===== config.mk =====
export PLATFORM = sky130hd
export DESIGN_NAME = mac_tx_interface
export DESIGN_NICKNAME = d
export VERILOG_FILES = /design/src/rtl/mac_tx_interface.sv
export SDC_FILE = /design/constraint.sdc
export NUM_CORES = 1
export LEC_CHECK = 0
export BUFFER_PORTS_ARGS = -buffer_cell sky130_fd_sc_hd__buf_2
export CORE_ASPECT_RATIO = 1.25
export CORE_MARGIN = 1
export CORE_UTILIZATION = 45
export CTS_CLUSTER_DIAMETER = 80
export DETAILED_ROUTE_END_ITERATION = 12
export PLACE_DENSITY = 0.76
export SYNTH_ARGS = -nofsm -noshare
export SYNTH_HDL_FRONTEND = slang
export SYNTH_SLANG_ARGS = --single-unit
export TNS_END_PERCENT = 50

===== constraint.sdc =====
create_clock -name clk -period 6.8 [get_ports clk]
set_input_delay 0.34 -clock clk [delete_from_list [all_inputs] [get_ports clk]]
set_output_delay 0.34 -clock clk [all_outputs]
set_load 0.005 [all_outputs]

===== src/rtl/mac_tx_interface.sv =====
// Streams committed frames from the 64-bit circular buffer into the MAC Tx client.
// Two-entry prefetch hides the one-cycle RAM read latency during streaming.
module mac_tx_interface #(
  parameter int AW        = 10,
  parameter int MAX_BYTES = 9600
) (
  input  logic          clk,
  input  logic          reset_n,
  input  logic [AW-1:0] commited_wr_address,
  output logic [AW-1:0] rd_addr,
  input  logic [63:0]   rd_data,
  output logic [AW-1:0] commited_rd_address,
  output logic [63:0]   tx_data,
  output logic [7:0]    tx_data_valid,
  output logic          tx_start,
  input  logic          tx_ack,
  output logic          tx_underrun,
  output logic [31:0]   sent_frames_counter,
  output logic [31:0]   dropped_frames_counter
);

  typedef enum logic [2:0] {
    S_IDLE, S_HDR, S_LOAD, S_WAIT_ACK,
    S_STREAM, S_DROP, S_COMMIT
  } state_t;

  state_t        state;
  logic [AW-1:0] fp;
  logic [7:0]    lane_last;
  logic [15:0]   fetch_left;
  logic [15:0]   send_left;
  logic [63:0]   q0, q1, q0_n, q1_n;
  logic [1:0]    cnt, cnt_n;
  logic          pend;

  logic [31:0]   hdr_n;
  logic [32:0]   hdr_words;
  logic          hdr_ok;
  logic [7:0]    hdr_lanes;
  logic [63:0]   head;
  logic [7:0]    lanes_now;
  logic          pop, fetch_en, issue;

  assign tx_underrun = 1'b0;

  assign hdr_n     = rd_data[63:32];
  assign hdr_words = ({1'b0, hdr_n} + 33'd7) >> 3;
  assign hdr_ok    = (hdr_n != 32'd0) &&
                     (hdr_n <= 32'(MAX_BYTES));
  assign hdr_lanes = (hdr_n[2:0] == 3'd0) ? 8'hFF :
                     (8'd1 << hdr_n[2:0]) - 8'd1;

  assign head      = (cnt != 2'd0) ? q0 : rd_data;
  assign lanes_now = (send_left == 16'd1) ? lane_last : 8'hFF;

  assign pop = (state == S_LOAD) || (state == S_STREAM) ||
               ((state == S_WAIT_ACK) && tx_ack &&
                (send_left != 16'd0));
  assign fetch_en = (state == S_LOAD) || (state == S_WAIT_ACK) ||
                    (state == S_STREAM);

  // Pop from the queue head (or bypass rd_data when empty), then push the arriving read
  always_comb begin
    q0_n  = q0;
    q1_n  = q1;
    cnt_n = cnt;
    if (pop && cnt != 2'd0) begin
      q0_n  = q1;
      cnt_n = cnt - 2'd1;
    end
    if (pend && !(pop && cnt == 2'd0)) begin
      if (cnt_n == 2'd0) q0_n = rd_data;
      else q1_n = rd_data;
      cnt_n = cnt_n + 2'd1;
    end
  end

  assign issue = fetch_en && (fetch_left != 16'd0) &&
                 (cnt_n <= 2'd1);

  always_ff @(posedge clk or negedge reset_n) begin
    if (!reset_n) begin
      state                  <= S_IDLE;
      rd_addr                <= '0;
      commited_rd_address    <= '0;
      tx_data                <= '0;
      tx_data_valid          <= '0;
      tx_start               <= 1'b0;
      sent_frames_counter    <= '0;
      dropped_frames_counter <= '0;
      fp                     <= '0;
      lane_last              <= '0;
      fetch_left             <= '0;
      send_left              <= '0;
      q0                     <= '0;
      q1                     <= '0;
      cnt                    <= '0;
      pend                   <= 1'b0;
    end else begin
      q0   <= q0_n;
      q1   <= q1_n;
      cnt  <= cnt_n;
      pend <= issue;
      if (issue) begin
        rd_addr    <= rd_addr + AW'(1);
        fetch_left <= fetch_left - 16'd1;
      end
      if (pop) send_left <= send_left - 16'd1;
      unique case (state)
        S_IDLE: begin
          if (commited_wr_address != commited_rd_address) begin
            rd_addr <= commited_rd_address + AW'(1);
            state   <= S_HDR;
          end
        end
        S_HDR: begin
          fp        <= AW'(hdr_words) + AW'(1);
          lane_last <= hdr_lanes;
          send_left <= hdr_words[15:0];
          if (hdr_ok) begin
            fetch_left <= hdr_words[15:0] - 16'd1;
            rd_addr    <= rd_addr + AW'(1);
            pend       <= 1'b1;
            state      <= S_LOAD;
          end else begin
            state <= S_DROP;
          end
        end
        S_LOAD: begin
          tx_data       <= head;
          tx_data_valid <= lanes_now;
          tx_start      <= 1'b1;
          state         <= S_WAIT_ACK;
        end
        S_WAIT_ACK: begin
          if (tx_ack) begin
            tx_start <= 1'b0;
            if (send_left == 16'd0) begin
              tx_data_valid <= 8'h00;
              state         <= S_COMMIT;
            end else begin
              tx_data       <= head;
              tx_data_valid <= lanes_now;
              state <= (send_left == 16'd1) ? S_COMMIT : S_STREAM;
            end
          end
        end
        S_STREAM: begin
          tx_data       <= head;
          tx_data_valid <= lanes_now;
          if (send_left == 16'd1) state <= S_COMMIT;
        end
        S_DROP: begin
          commited_rd_address    <= commited_rd_address + fp;
          rd_addr                <= commited_rd_address + fp;
          dropped_frames_counter <= dropped_frames_counter + 32'd1;
          cnt                    <= '0;
          pend                   <= 1'b0;
          state                  <= S_IDLE;
        end
        S_COMMIT: begin
          tx_data_valid       <= 8'h00;
          commited_rd_address <= commited_rd_address + fp;
          rd_addr             <= commited_rd_address + fp;
          sent_frames_counter <= sent_frames_counter + 32'd1;
          cnt                 <= '0;
          pend                <= 1'b0;
          state               <= S_IDLE;
        end
      endcase
    end
  end

endmodule

# Word level (Yosys, flattened, before mapping)
# Cells that the tools add are included.
dict set report word_totals {
  elab_cells 113
  out_inout_bits 158
  in_bits 77
  regBits 341
}
dict set report classes {
  bitwise 1
  eq_ne 12
  muxes 35
  add_sub_neg 13
  magnitude_cmp 2
  reduce_logical 33
  shifts 1
}
# op count
set ops {}
lappend ops {{$mux 64} 6}
lappend ops {{$pmux 64 s2} 1}
lappend ops {{$mux 16} 5}
lappend ops {{$add 32x1->32 const B} 2}
lappend ops {{$sub 16x1->16 const B} 3}
lappend ops {{$le 32x14->1 const B} 1}
lappend ops {{$mux 8} 4}
lappend ops {{$reduce_bool 16->1} 2}
lappend ops {{$reduce_bool 32->1} 1}
lappend ops {{$add 10x1->10 const B} 3}
lappend ops {{$mux 10} 3}
lappend ops {{$pmux 10 s3} 1}
lappend ops {{$pmux 8 s3} 1}
lappend ops {{$add 19x3->19 const B} 1}
lappend ops {{$pmux 3 s6} 1}
lappend ops {{$eq 16x1->1 const B} 1}
lappend ops {{$logic_not 16->1} 1}
lappend ops {{$mux 3} 4}
lappend ops {{$add 10x10->10} 1}
lappend ops {{$mux 2} 5}
lappend ops {{$ne 10x10->1} 1}
lappend ops {{$eq 3x3->1 const B} 3}
lappend ops {{$logic_and 1x1->1} 8}
lappend ops {{$ne 2x2->1 const B} 4}
lappend ops {{other kinds (19)} 34}

# Depth between registers and ports, before layout
# Gate-level depths: netlist of run 1.
dict set report logic_depth {
  ltp_word 13
  depth_mapped 20
  mapped_depth_nobuf 16
}

# Least setup slack after synthesis of run 1
# Ideal clock, no wire load.
dict set report synth_path {
  path_kind {register -> register}
  startpoint {reg send_left[0]}
  endpoint {reg fetch_left[12]}
  synth_period_minus_slack_ns 3.974
  path_buffers 3
  path_slack_ns 2.826
  path_stages_with_launch 20
  setup_time_ns 0.077
  arrival_ns 3.896
  required_time_ns 6.723
  cell_sequence {dfrtp_1 -> inv_1 -> ha_1 -> nor4bb_1 -> nand4_1 -> and2_1 -> nand2b_1 -> clkbuf_1 -> buf_2 -> buf_2 -> nor2_1 -> a21oi_1 -> ha_1 -> and2_1 -> o31ai_1 -> and3_1 -> o2111ai_1 -> or4_1 -> xor2_1 -> a21oi_1}
}
dict set report synth_via {
  elab_chain_len 12
  word_cells_on_any_way 15
  classes_between {1 x add/sub; 1 x order compare; 5 x mux; 8 x reduce/logical}
}
# element line
set synth_rtl {}
lappend synth_rtl {{start, declared} 31} ;# logic [15:0] send_left;
lappend synth_rtl {{start signal, assigned} 108} ;# if (pop) send_left <= send_left - 16'd1;
lappend synth_rtl {{start signal, assigned} 119} ;# send_left <= hdr_words[15:0];
lappend synth_rtl {{$reduce_bool 16->1 (*)} 58} ;# (send_left != 16'd0));
lappend synth_rtl {{$logic_and 1x1->1 (*)} 57} ;# ((state == S_WAIT_ACK) && tx_ack &&
lappend synth_rtl {{$logic_or 1x1->1 (*)} 56} ;# assign pop = (state == S_LOAD) || (state == S_STREAM) ||
lappend synth_rtl {{$logic_and 1x1->1, on equally long branches} {67, 71}}
lappend synth_rtl {{$mux 2 or $logic_not 1->1 (tied branches)} {67, 71}}
lappend synth_rtl {{$add 2x1->2 or $logic_and 1x1->1 (tied branches)} {74, 71}}
lappend synth_rtl {{$mux 2 (*)} 71} ;# if (pend && !(pop && cnt == 2'd0)) begin
lappend synth_rtl {{$le 2x1->1 (*)} 79} ;# (cnt_n <= 2'd1);
lappend synth_rtl {{$logic_and 1x1->1 (*)} 78} ;# assign issue = fetch_en && (fetch_left != 16'd0) &&
lappend synth_rtl {{$mux 16 (*)} 104} ;# if (issue) begin
lappend synth_rtl {{$mux 16} 120} ;# if (hdr_ok) begin
lappend synth_rtl {{$mux 16 (*)} 109} ;# unique case (state)
lappend synth_rtl {{end signal, assigned} 106} ;# fetch_left <= fetch_left - 16'd1;
lappend synth_rtl {{end signal, assigned} 121} ;# fetch_left <= hdr_words[15:0] - 16'd1;
lappend synth_rtl {{end, declared} 30} ;# logic [15:0] fetch_left;
# Mark *: on every way between the ends. The rest lies on a longest branch, timed or not.
# A chain may end at the register's enable or synchronous reset.

# Worst setup path in the final report of run 1
dict set report layout_path {
  startpoint {reg state[2]}
  endpoint {reg rd_addr[9]}
}
dict set report layout_via {
  elab_chain_len 13
  word_cells_on_any_way 28
  classes_between {1 x add/sub; 1 x order compare; 6 x eq/ne; 6 x mux; 14 x reduce/logical}
}
# element line
set layout_rtl {}
lappend layout_rtl {{start, declared} 27} ;# state_t state;
lappend layout_rtl {{start signal, assigned} 144} ;# state <= (send_left == 16'd1) ? S_COMMIT : S_STREAM;
lappend layout_rtl {{$eq 3x2->1} {57, 59}}
lappend layout_rtl {{$logic_and 1x1->1 (2 in series)} 57}
lappend layout_rtl {{$logic_or 1x1->1} 56}
lappend layout_rtl {{$logic_and 1x1->1, on equally long branches} {67, 71}}
lappend layout_rtl {{$mux 2 or $logic_not 1->1 (tied branches)} {67, 71}}
lappend layout_rtl {{$add 2x1->2 or $logic_and 1x1->1 (tied branches)} {74, 71}}
lappend layout_rtl {{$mux 2} 71}
lappend layout_rtl {{$le 2x1->1} 79}
lappend layout_rtl {{$logic_and 1x1->1} 78}
lappend layout_rtl {{$mux 10} 104}
lappend layout_rtl {{$mux 10, on equally long branches} {120, 111}}
lappend layout_rtl {{$pmux 10 s3 (*)} 109}
lappend layout_rtl {{end signal, assigned} 105} ;# rd_addr <= rd_addr + AW'(1);
lappend layout_rtl {{end signal, assigned} 112} ;# rd_addr <= commited_rd_address + AW'(1);
lappend layout_rtl {{end signal, assigned} 122} ;# rd_addr <= rd_addr + AW'(1);
lappend layout_rtl {{end, declared} 10} ;# output logic [AW-1:0] rd_addr,
# Marks and branches as above.

==> results.md, run 1 <==
* Clock Skew at around 0.015 ns
* Post-route setup TNS at 0 ns
* Post-CTS setup buffers at 0
* # clock sinks at around 340
* Rel. slew slack at between 20 and 30%
* I/O Buffers at 233
* Hold buffer count at CTS at 1
* Minimum clock period at between 4 and 5 ns
* Initial Util at between 40% and 50%
* CP most frequent cell: and2_1
* Met3 WL at 2962 um
* Fillers at between 3000 and 4000
* Combinational Power Share at between 40 and 50%
* Mapped Nets at approximately 1700
* CP Launch Type: flip-flop
* Avg Cell Area, Syn at approximately 10 um^2
* Setup CP Type: reg -> reg
* # resized after CTS at 0
* Hold slack at 0.07567 ns
* Synth top cells by count: dfrtp_1, nand2_1, nor2_1
* Die area at 0.03833 mm^2
* Dominant cells by area after synthesis: dfrtp_1, mux2i_1, mux2_2
* Num ports at 235
* Layout cells sized above 1 at a little over a fifth
* 1st-iter DRT viols at ~840
* Overall power at around 9.3 mW
* Drt total wl at a little over 40000 um
* TritonCTS clock tree: built
* Synthesized instance count at roughly 1600
* Die Y at 218.6 um
* Leak pwr at 9.488 nW
* Switching portion of total power at 38.08%
* Worst-Margin Slew at approximately 1.1 ns
* Post-DP HPWL at ~27000 um
* Largest area contributor in the netlist: dfrtp_1
* Tcrit/Tclk final at approximately two thirds
* Mapped Area at about 0.017 mm^2
* Max stage delay on crit path at roughly 0.7 ns
* Post-synth EDFFs at 0
* Largest net degree at the start of global routing at between 150 and 200
* Root Buffer: clkbuf_16
* Psw at between 3 and 4 mW
* Layout area overhead at 16.16%
* Clk_lat worst skew at around 0.53 ns
* RSZ-0062 raised after global routing: no
* Yosys warns at 0
* Worst-path clk slew at approximately 0.060 ns
* Met2 wire len at 19930 um
* Vias per inst at 5.484
* Clock H-tree levels at 2
* Placement row count at 79
* Worst-case clock buffer depth at 3
* Crit-path max FO at 19
* First-pass GRT wire length at about 66000 um
* Buffers & Inverters on Critical Path at 1
* Avg WL per Cell at 17.22 um
* Post-route antenna net violation count at 0
* Largest delay share family, worst path: simple AND/OR/NAND/NOR gates
* Max Fclk at ~0.22 GHz
* Drt drc at 0
* Fraction of the yosys area taken by sequential cells at between 50% and 60%
* Core area at roughly 0.037 mm^2
* Main synth FF type: dfrtp_1
* Total Routing Usage GR at about a fifth
* Final Hold Fails at 0
* CP Capture Type: flip-flop
* Pins Over Slew Limit at 0
* Clock network power share at roughly a fifth
* Vias at between 10000 and 15000
* Pre-Repair DR Iteration Count at 5
* Yosys top cell area share at 50.50%
* Vias in the first global route at approximately 13000
* CP required at 7.18 ns
* TritonCTS buffer count at 38
* Count of final setup violators at 0
* Status: completed
* Synth cell types at 78
* Slowest-stage cell, CP: dfrtp_1
* Routed metal-1 wire length at approximately 16000 um
* Critical path cell sequence: or3b_2 -> o21ai_1 -> and2_1 -> nand2b_4 -> nor2_1 -> a21oi_1 -> ha_1 -> and2_1 -> o31ai_1 -> and3_1 -> o21ai_0 -> buf_4 -> o21a_1 -> o41ai_1 -> nand4_1
* Pint at between 5 and 6 mW
* Number of antenna violations at the first check in global routing at 7
* Die width at about 180 um
* Ys async rst share at between 90% and 100%
* Total grt overflow at 0
* Final #Nets at about 1900
* Most frequent cell after synthesis: dfrtp_1
* Max layer used: met5
* Power density over the cells at approximately 480 mW/mm^2
* Worst IR drop on VDD at 0.0003060 V
* Hold Crit Class: in -> reg
* Register bit count reported by yosys at around 340
* Number of max-cap violations at 0
* RD Place Congestion at ~0.9
* Flop pwr share at 38.0%
* Crit path DAT at between 4 and 5 ns
## worst reg2reg max path: stages, from the launching register on
cell and delay (ns):
dfrtp_1 0.68, or3b_2 0.53, o21ai_1 0.31, and2_1 0.54, nand2b_4 0.25, nor2_1 0.14, a21oi_1 0.05, ha_1 0.29
and2_1 0.18, o31ai_1 0.21, and3_1 0.25, o21ai_0 0.10, buf_4 0.20, o21a_1 0.23, o41ai_1 0.35, nand4_1 0.13
## power groups by stage
stage	Sequential, mW	Combinational [mW]	Clock [mW]
finish	3.55	3.80	2.00
global route	3.66	4.25	2.14
CTS	3.55	3.83	2.05
detailed placement	3.58	3.82	0
global placement	3.53	3.70	0
floorplan	3.40	2.82	0
## registers in the layout, indices dropped and copies added, names as in the netlist
signal	flops
q0	64
q1	64
tx_data	64
dropped_frames_counter	32
sent_frames_counter	32
fetch_left	16
send_left	16
commited_rd_address	10
fp	10
rd_addr	10
lane_last	8
tx_data_valid	8
state	3
cnt	2
pend	1
tx_start	1
## routing by layer
metal  up-vias  global-route usage [%]
met5         -                       0
met4         8                   7.246
met1      6287                   25.55
li1       6125                       -
met2       392                   37.00
met3        81                   5.602
## kinds of logic after synthesis
family          after synthesis  share of synthesized area [%]
fa+ha+maj                    23                          1.733
mux                         197                          12.16
compound gates              279                          9.864
other cells                   1                        0.02219
flops                       341                          50.50
buf+inv                     125                          3.169
xor+xnor                    149                          7.724
simple gates                530                          14.83
## worst paths after layout
path                               from                 endpoint  slack, ns  cells after the start
max                            state[2]               rd_addr[9]       2.20                     15
min                          rd_data[6]                    q1[6]       0.08                      2
max reg2reg                    state[2]               rd_addr[9]       2.20                     15
min reg2reg                lane_last[2]             lane_last[2]       0.46                      2
max in group asynchronous       reset_n                   q0[21]       4.91                      3
min in group asynchronous       reset_n  sent_frames_counter[23]       0.44                      2
## layout make-up
class	count	area, um^2	share of cell area, %
Clock buffer	61	1169	5.954
Clock inverter	7	45.04	0.2295
Antenna cell	3	7.507	0.03825
Inverter	28	105.1	0.5355
Multi-Input combinational cell	1179	7870	40.10
Sequential cell	341	8533	43.48
Tap cell	486	608.1	3.098
Timing Repair Buffer	246	1289	6.566
## placed cells by master, fill, tap and decap left out, types with 13 or more instances in the layout
cell type and instances:
mux2_2 66, nand4_1 31, nand2_1 185, xor2_1 69
xnor2_1 80, inv_1 28, nor2_1 142, o21ai_0 114
buf_2 232, dfrtp_1 341, and3_1 21, clkbuf_16 39
a21oi_1 86, mux2i_1 131, nand3_1 47, ha_1 20
nor3_1 22, nor4_1 13
## stage by stage
stage	utilization, %	cells	instance area [um^2]	setup slack [ns]
floorplan	-	1645	16900	2.826
finish	52.95	2351	19630	2.202
global placement	49.63	2279	18400	2.322
CTS	52.93	2348	19620	2.205
global route	52.94	2350	19620	1.839
detailed placement	49.63	2279	18400	2.219
(Power assumes the default switching activity.)
==> run 2, diff against run 1 <==
PLACE_DENSITY = 0.79   (was 0.76)
clock period = 4.1 ns   (was 6.8 ns; I/O delays follow)
==> results.md, run 2 (synthesis results as in run 1) <==
* Die area at 0.03833 mm^2 (unchanged)
* FF-to-FF setup slack at 0.24 ns (was 2.20 ns)
* First-pass GRT wire length at 68920 um (was 66340 um)
* Minimum clock period at 3.861 ns (was 4.598 ns)
* R2R Path End: rd_addr[9] (unchanged)
* Design area at 0.02031 mm^2 (was 0.01963 mm^2)
* Pins Over Slew Limit at 0 (unchanged)
* Clk_lat worst skew at 0.53 ns (about the same)
* Fillers at 3157 (was 3311)
* Number of max-cap violations at 0 (unchanged)
* Clock network power share at 21.7% (was 21.4%)
* Pint at 9.863 mW (was 5.787 mW)
* Power density over the cells at 786.6 mW/mm^2 (was 476.2 mW/mm^2)
* Psw at 6.115 mW (was 3.559 mW)
* Hold path startpoint: rd_data[49] (was rd_data[6])
* Drt total wl at 43020 um (was 40490 um)
* Num ports at 235 (unchanged)
* Leak pwr at 9.793 nW (was 9.488 nW)
* CP required at 4.49 ns (was 7.18 ns)
* Post-route antenna net violation count at 0 (unchanged)
* Vias per inst at 5.533 (was 5.484)
* Number of antenna violations at the first check in global routing at 6 (was 7)
* Top Registers: q0 (64), q1 (64), tx_data (64) (unchanged)
* Drt drc at 0 (unchanged)
* 1st-iter DRT viols at 842 (was 835)
* Crit-path max FO at 12 (was 19)
* Switching portion of total power at 38.27% (was 38.08%)
* Layout cells sized above 1 at 21.58% (was 21.16%)
* Core area at 0.03707 mm^2 (unchanged)
* Vias in the first global route at 13510 (was 12930)
* Flop pwr share at 36.7% (was 38.0%)
* Worst IR drop on VDD at 0.0005162 V (was 0.0003060 V)
* Status: completed (unchanged)
* Pre-Repair DR Iteration Count at 7 (was 5)
* Crit path DAT at 4.26 ns (was 4.98 ns)
* Final #Nets at 1994 (was 1933)
* Initial Util at 45.58% (unchanged)
* Post-route setup TNS at 0 ns (unchanged)
* Worst-Margin Slew at 1.211 ns (was 1.074 ns)
* TritonCTS buffer count at 37 (was 38)
* RD Place Congestion at 0.9197 (was 0.8840)
* Worst hold path depth at 3 (was 2)
* CP Capture Type: flip-flop (unchanged)
* Total Routing Usage GR at 22.15% (was 21.34%)
* Vias at 13350 (was 12890)
* TritonCTS clock tree: built (unchanged)
* Hold slack at 0.02302 ns (was 0.07567 ns)
* RSZ-0062 raised after global routing: no (unchanged)
* Most frequent cells in the layout: dfrtp_1, buf_2, nand2_1, nor2_1, mux2i_1 (unchanged)
* Commonest non-fill, non-tap cell in the layout: dfrtp_1 (unchanged)
* Hold Crit Class: in -> reg (unchanged)
* Total grt overflow at 0 (unchanged)
* Largest net degree at the start of global routing at 129 (was 169)
* Final Hold Fails at 0 (unchanged)
* Layout area overhead at 20.22% (was 16.16%)
* Post-DP HPWL at 28400 um (was 27300 um)
* Rel. slew slack at 19.24% (was 28.40%)
* Worst-path clk slew at 0.06 ns (about the same)
* Die Y at 218.6 um (unchanged)
* Combinational Power Share at 41.6% (was 40.6%)
* CP Launch Type: flip-flop (unchanged)
* Clock H-tree levels at 2 (unchanged)
* R2R Path Start: send_left[0] (was state[2])
* Setup CP Type: reg -> reg (unchanged)
* Placement row count at 79 (unchanged)
* DP Area at 0.01853 mm^2 (was 0.01840 mm^2)
* Worst-case clock buffer depth at 3 (unchanged)
* Max Fclk at 0.2590 GHz (was 0.2175 GHz)
* Hold Path Sink: q0[49] (was q1[6])
* Clock Skew at 0.02948 ns (was 0.01539 ns)
* I/O Buffers at 233 (unchanged)
* Root Buffer: clkbuf_16 (unchanged)
* Count of final setup violators at 0 (unchanged)
* Die width at 175.3 um (unchanged)
* # clock sinks at 341 (unchanged)
* Avg WL per Cell at 17.83 um (was 17.22 um)
* Tcrit/Tclk final at 94.18% (was 67.61%)
* Overall power at 15.98 mW (was 9.346 mW)
* R2R cell count at 17 (was 15)
run 2: cell types whose count changed in the layout (fill, tap and decap cells not counted), moves of 4 or more:
cell / change
buf_4: +12
bufinv_16: +5
clkbuf_1: -4
clkbuf_8: -7
clkinv_2: +4
dlygate4sd3_1: +47
run 2: how the worst max path moves through the flow:
stage	from	end	slack, ns
after detailed placement	send_left[0]	rd_addr[9]	0.19
after floorplan	send_left[0]	fetch_left[12]	0.13
after global routing	send_left[0]	rd_addr[9]	0.009
after CTS	send_left[0]	fetch_left[9]	0.18
final	send_left[0]	rd_addr[9]	0.24
after global placement	send_left[0]	rd_addr[9]	0.31
run 2: critical path, cell delays in order (launching register included):
cell,delay [ns]
dfrtp_1,0.45
inv_1,0.11
ha_1,0.17
nor4bb_1,0.28
nand4_1,0.29
and2_4,0.28
nand2b_4,0.08
nor2_1,0.04
a21oi_1,0.12
ha_1,0.24
and2_1,0.19
o31ai_1,0.23
and3_1,0.25
o21ai_0,0.10
buf_4,0.20
o21a_1,0.22
o311ai_0,0.36
nand4_1,0.13
run 2: through the flow:
step                util, %  worst slack, ns  std cells
finish                54.80           0.2387       2413
floorplan                 -           0.1263       1645
global placement      49.99           0.3070       2292
CTS                   54.71           0.1831       2407
detailed placement    49.99           0.1901       2292
global route          54.79         0.009222       2411
run 2: area by class of cell:
class | count | area [um^2] | share of cell area [%]
clock inverters | 18 | 235.2 | 1.158
diodes | 4 | 10.01 | 0.04928
repair buffers | 308 | 1909 | 9.399
well taps | 486 | 608.1 | 2.994
multi-input cells | 1179 | 7880 | 38.79
flip-flops and latches | 341 | 8533 | 42.01
clock buffers | 49 | 1032 | 5.082
inverters | 28 | 105.1 | 0.5174
run 2: power groups by stage:
stage | sequential, mW | combinational, mW | clock (mW)
after floorplan | 5.64 | 4.67 | 0
after global placement | 5.78 | 6.29 | 0
after detailed placement | 5.86 | 6.53 | 0
after CTS | 5.82 | 6.60 | 3.53
after global routing | 6.02 | 7.33 | 3.65
final | 5.87 | 6.65 | 3.47
run 2: what timing repair did:
item	in CTS	in global routing
hold endpoints to repair	208	0
endpoints found under the setup margin	0	14
gates resized for setup	0	3
hold buffers	48	0
setup buffers	0	2
run 2: layer usage:
metal / vias to the layer above / wire [um] / track usage (%) / part of all wire, %
met1: 6573 / 17010 / 25.32 / 40
met4: 6 / 1285 / 8.319 / 3.0
met3: 88 / 2928 / 5.271 / 6.8
met5: - / 32 / 0 / 0.074
met2: 423 / 21770 / 39.85 / 51
li1: 6262 / - / - / -
